File: config.mk
export PLATFORM = sky130hd
export DESIGN_NAME = irq_gateway
export DESIGN_NICKNAME = d
export VERILOG_FILES = /design/src/rtl/irq_pkg.sv /design/src/rtl/irq_gateway_ch.sv /design/src/rtl/irq_gateway.sv
export SDC_FILE = /design/constraint.sdc
export NUM_CORES = 1
export LEC_CHECK = 0
export CAP_MARGIN = 20
export CORE_AREA = 2 2 57 113
export CTS_CLUSTER_DIAMETER = 200
export CTS_CLUSTER_SIZE = 8
export DETAILED_ROUTE_END_ITERATION = 12
export DIE_AREA = 0 0 59 115
export GPL_ROUTABILITY_DRIVEN = 0
export PLACE_DENSITY = 0.78
export SYNTH_ARGS = -nofsm -noshare
export SYNTH_HDL_FRONTEND = slang
export SYNTH_SLANG_ARGS = --single-unit
File: constraint.sdc
create_clock -name clk -period 4.9 [get_ports clk]
set_clock_uncertainty 0.1 [all_clocks]
set_input_delay 1.225 -clock clk [delete_from_list [all_inputs] [get_ports clk]]
set_output_delay 1.225 -clock clk [all_outputs]
set_load 0.02 [all_outputs]
File: src/rtl/irq_pkg.sv
// irq_pkg: shared types and constants for the interrupt gateway
package irq_pkg;
  typedef enum logic [1:0] {GW_IDLE, GW_ISSUE, GW_WAIT} gw_state_e;
  localparam int GW_RESERVED_ID = 0;
endpackage

File: src/rtl/irq_gateway_ch.sv
// irq_gateway_ch: one interrupt source with synchroniser, edge queue and issue/wait FSM
module irq_gateway_ch
  import irq_pkg::*;
#(
  parameter int sync = 2,
  parameter int cw = 3
) (
  input  logic clk,
  input  logic rst,
  input  logic src,
  input  logic edge_en,
  input  logic cmp,
  input  logic ovf_clr,
  output logic int_o,
  output logic inflight_o,
  output logic ovf_o
);
  logic [sync-1:0] sh;
  logic prev;
  logic [cw-1:0] cnt;
  gw_state_e st, nxt;
  logic s, e, req, go, sat;
  // a fresh edge can issue in the cycle it is seen, keeping edge latency equal to level latency
  assign s = sh[sync-1];
  assign e = s & ~prev;
  assign req = edge_en ? (cnt != '0 || e) : s;
  assign go = st == GW_IDLE && req;
  assign sat = &cnt;
  always_comb nxt = st == GW_IDLE ? (req ? GW_ISSUE : GW_IDLE) : (cmp ? GW_IDLE : GW_WAIT);
  always_ff @(posedge clk) begin
    if (rst) begin
      sh <= '0;
      prev <= 1'b0;
      cnt <= '0;
      st <= GW_IDLE;
      int_o <= 1'b0;
      inflight_o <= 1'b0;
      ovf_o <= 1'b0;
    end else begin
      sh <= {sh[sync-2:0], src};
      prev <= s;
      st <= nxt;
      int_o <= nxt == GW_ISSUE;
      inflight_o <= nxt != GW_IDLE;
      cnt <= !edge_en ? '0 : (e && !go && !sat) ? cnt + 1'b1 : (go && !e) ? cnt - 1'b1 : cnt;
      ovf_o <= (edge_en && e && !go && sat) || (ovf_o && !ovf_clr);
    end
  end
endmodule

File: src/rtl/irq_gateway.sv
// irq_gateway: per-source gateway between raw device interrupts and the PLIC int_vect input
module irq_gateway
  import irq_pkg::*;
#(
  parameter int ndev = 8,
  parameter int sync = 2,
  parameter int cw = 3
) (
  input  logic                    clk,
  input  logic                    rst,
  input  logic [ndev-1:0]         irq_src,
  input  logic [ndev-1:0]         cfg_edge,
  input  logic                    cmp_valid,
  input  logic [$clog2(ndev)-1:0] cmp_id,
  input  logic                    ovf_clr,
  output logic [ndev-1:0]         int_vect,
  output logic [ndev-1:0]         inflight,
  output logic [ndev-1:0]         ovf
);
  localparam int IW = $clog2(ndev);
  logic unused_rsv;
  assign unused_rsv = ^{irq_src[GW_RESERVED_ID], cfg_edge[GW_RESERVED_ID]};
  assign int_vect[GW_RESERVED_ID] = 1'b0;
  assign inflight[GW_RESERVED_ID] = 1'b0;
  assign ovf[GW_RESERVED_ID] = 1'b0;
  for (genvar i = GW_RESERVED_ID + 1; i < ndev; i++) begin : g_ch
    logic cmp;
    assign cmp = cmp_valid && cmp_id == IW'(i);
    irq_gateway_ch #(.sync(sync), .cw(cw)) u_ch (
      .clk(clk),
      .rst(rst),
      .src(irq_src[i]),
      .edge_en(cfg_edge[i]),
      .cmp(cmp),
      .ovf_clr(ovf_clr),
      .int_o(int_vect[i]),
      .inflight_o(inflight[i]),
      .ovf_o(ovf[i])
    );
  end
endmodule
==> out/qor.csv <==
stage;metric;value;unit
power;combinational share of power;11.3;%
yosys;Async SR Flop Fraction;0;%
sta;endpoints failing hold;0;
yosys;Synth top area share;41.81;%
power;Internal;1167;µW
yosys;prevailing post-synth register cell;dfxtp_1;
clock_network;# Post-CTS Setup Buffers;0;
yosys;Yosys cell types;42;
clock_network;Worst-Skew Late Latency;330;ps
placement;I/O Buffers;41;
sta;Period Utilization, post-route;57.80;%
finish;fraction of layout cells with a size suffix above 1;9.845;%
finish;Non-Filler Instances;449;
clock_network;CTS max path bufs;2;
outcome;run status;finished, final reports clean;
clock_network;CTS tree;done;
clock_network;Sinks on Clock Net;70;
grt;vias in the first global route;2574;
die;Top Ports;47;
sta;Worst-Margin Slew;552.6;ps
worst_setup_path;CP Capture Type;register;
grt;GRT overflow;0;
yosys;top post-synthesis cells by area;dfxtp_1 (42%), buf_4 (5.4%), nor2b_1 (4.7%);
route;1st-iter DRT viols;125;
clock_network;depth of the CTS H-tree;3;
yosys;post-synthesis instance total;358;
die;Core Region;5906;µm²
worst_setup_path;crit path kind;in -> reg;
yosys;Syn. warnings;0;
worst_setup_path;Buf/Inv on CP;1;
route;via total after detailed routing;2691;
worst_setup_path;Worst setup SP type;input port;
die;# rows;40;
worst_setup_path;CP delay by family, top;buffers and inverters;
route;via/cell ratio;5.993;
finish;commonest non-fill, non-tap cells in the layout;dfxtp_1 (70), clkdlybuf4s50_1 (41), nor3_1 (31), nor2b_1 (25), nor2_1 (18);
finish;nets@finish;411;
sta;min cycle time layout;2832;ps
route;final wirelength;6677;µm
power;Net Sw Power;338.5;µW
die;Starting Density;56.76;%
worst_setup_path;Crit Path Max Fanout;7;
sta;Fmax achieved;353.1;MHz
yosys;register area share after synthesis;41.81;%
clock_network;Num CTS Buffers;9;
clock_network;Root Buffer;clkbuf_16;
worst_setup_path;Crit path required time;5020;ps
yosys;number of synthesized flops with an enable pin;0;
power;sequential fraction of design power;41.2;%
yosys;biggest area consumer among synthesized cells;dfxtp_1;
job;max_cap viols;0;
sta;Final Slew Violations;0;
die;Die Y;115;µm
yosys;Avg Synthesized Cell Area;9.363;µm²
grt;Tot GR Track Use;21.46;%
worst_setup_path;crit path max-delay cell type;clkdlybuf4s50_1;
sta;RSZ-0062 raised after global routing;false;
power;Pleak;0.001480;µW
clock_network;clock slew at reported path FFs;50;ps
sta;relative slew slack;62.88;%
grt;largest net degree at the start of global routing;50;
route;DRT antenna net count;0;
placement;dpl hpwl;4663;µm
grt;first-pass GRT wire length;11210;µm
route;DRC errors left;0;
route;DRT Pass-1 Iters;4;
yosys;synthesized area;3352;µm²
finish;Layout Area Growth over Synthesis;18.70;%
hold_path;Hold WC Path Type;reg -> reg;
die;Chip Width;59;µm
yosys;#FFs+latches synth;70;
power;sw frac;22.49;%
power;share of power burned in the clock network;47.5;%
sta;Hold WS;332.7;ps
clock_network;CTS Hold Bufs;0;
sta;setup violators final;0;
power;total power;1505;µW
worst_setup_path;CP arrival;2950;ps
placement;Placed Cells;433;
finish;# diodes;0;
finish;commonest non-fill, non-tap cell in the layout;dfxtp_1;
grt;initial antenna violation count;0;
finish;final core occ;67.37;%
power;cell area power density;378.3;nW/µm²
die;die area;6785;µm²
power;VDD IR-drop max;325.5;µV
route;routed len/inst;14.87;µm
worst_setup_path;max incr delay on CP;620;ps
clock_network;# resized after CTS;0;
sta;Sum Neg Setup Slack;0;ps
worst_setup_path;CP Cell Sequence;clkdlybuf4s50_1 -> nor4b_1 -> nor4_4 -> mux2i_1 -> mux2_1;
[per-layer routing]
metal / part of all wire, % / wire [µm] / up-vias / global-route usage [%]
li1: - / - / 1311 / -
met1: 41 / 2714 / 1278 / 24.28
met2: 52 / 3458 / 84 / 35.63
met3: 4.9 / 326 / 18 / 4.949
met4: 2.7 / 178 / 0 / 12.88
met5: 0 / 0 / - / 0
[sequential cells by signal (all words and copies together) (netlist names)]
register	flops
g_ch.u_ch.prev	7
g_ch.u_ch.st	10
g_ch.u_ch.inflight_o	7
g_ch.u_ch.sh	14
g_ch.u_ch.ovf_o	7
g_ch.u_ch.cnt	21
g_ch.u_ch.int_o	4
[layout make-up]
cell class / instances / area [µm²]
fill: 486 / 1927
multi-input combinational: 252 / 1723
sequential: 70 / 1401
timing repair buffer: 42 / 417.9
clock buffer: 13 / 270.3
tap: 63 / 78.83
clock inverter: 3 / 65.06
inverter: 6 / 22.52
[synthesized netlist by cell type, types with 5 or more instances]
cell type,n
buf_4,24
nand3_1,8
nor3_1,31
nor2_1,18
dfxtp_1,70
clkbuf_1,5
or2_2,12
o31ai_1,5
inv_1,6
and3_1,8
nor2b_1,25
fa_1,7
nor4b_1,13
nor3b_1,7
nor4_1,10
o31a_1,11
mux2i_1,7
o21ai_0,7
a21boi_0,6
a21oi_1,10
nand2b_1,13
nand2_1,17
[per-stage QoR]
| stage | cell area [µm²] | setup WS [ps] |
|---|---|---|
| global route | 3979 | 2046 |
| detailed placement | 3643 | 1765 |
| floorplan | 3359 | 2500 |
| global placement | 3643 | 1822 |
| CTS | 3979 | 2093 |
| finish | 3979 | 2068 |
[worst paths after layout]
| check | startpoint | end | slack (ps) | cells after the start |
|---|---|---|---|---|
| worst min-delay path | g_ch[7].u_ch.sh[0] | g_ch[7].u_ch.sh[1] | 330 | 1 |
| worst min register to register | g_ch[7].u_ch.sh[0] | g_ch[7].u_ch.sh[1] | 330 | 1 |
| worst max-delay path | cfg_edge[2] | g_ch[2].u_ch.cnt[2] | 2070 | 5 |
| worst max register to register | g_ch[1].u_ch.cnt[0] | g_ch[1].u_ch.cnt[2] | 2400 | 7 |
[cell families after synthesis]
group                      after synthesis  share of synthesized area, %
AOI/OAI and AO/OA                       56                         12.36
and+or+nand+nor                        178                         32.10
buffers and inverters                   38                         7.017
DFF                                     70                         41.81
other                                    1                        0.1119
muxes                                    8                         2.426
adders and majority gates                7                         4.181
[power by group through the flow]
stage / Clock [µW] / Combinational [µW] / Sequential [µW]
6_report: 715 / 170 / 620
3_5_place_dp: 0 / 168 / 631
4_1_cts: 728 / 170 / 620
5_1_grt: 748 / 187 / 624
3_3_place_gp: 0 / 162 / 629
2_1_floorplan: 0 / 124 / 626
Note: power is estimated with default switching activity, not from simulation.
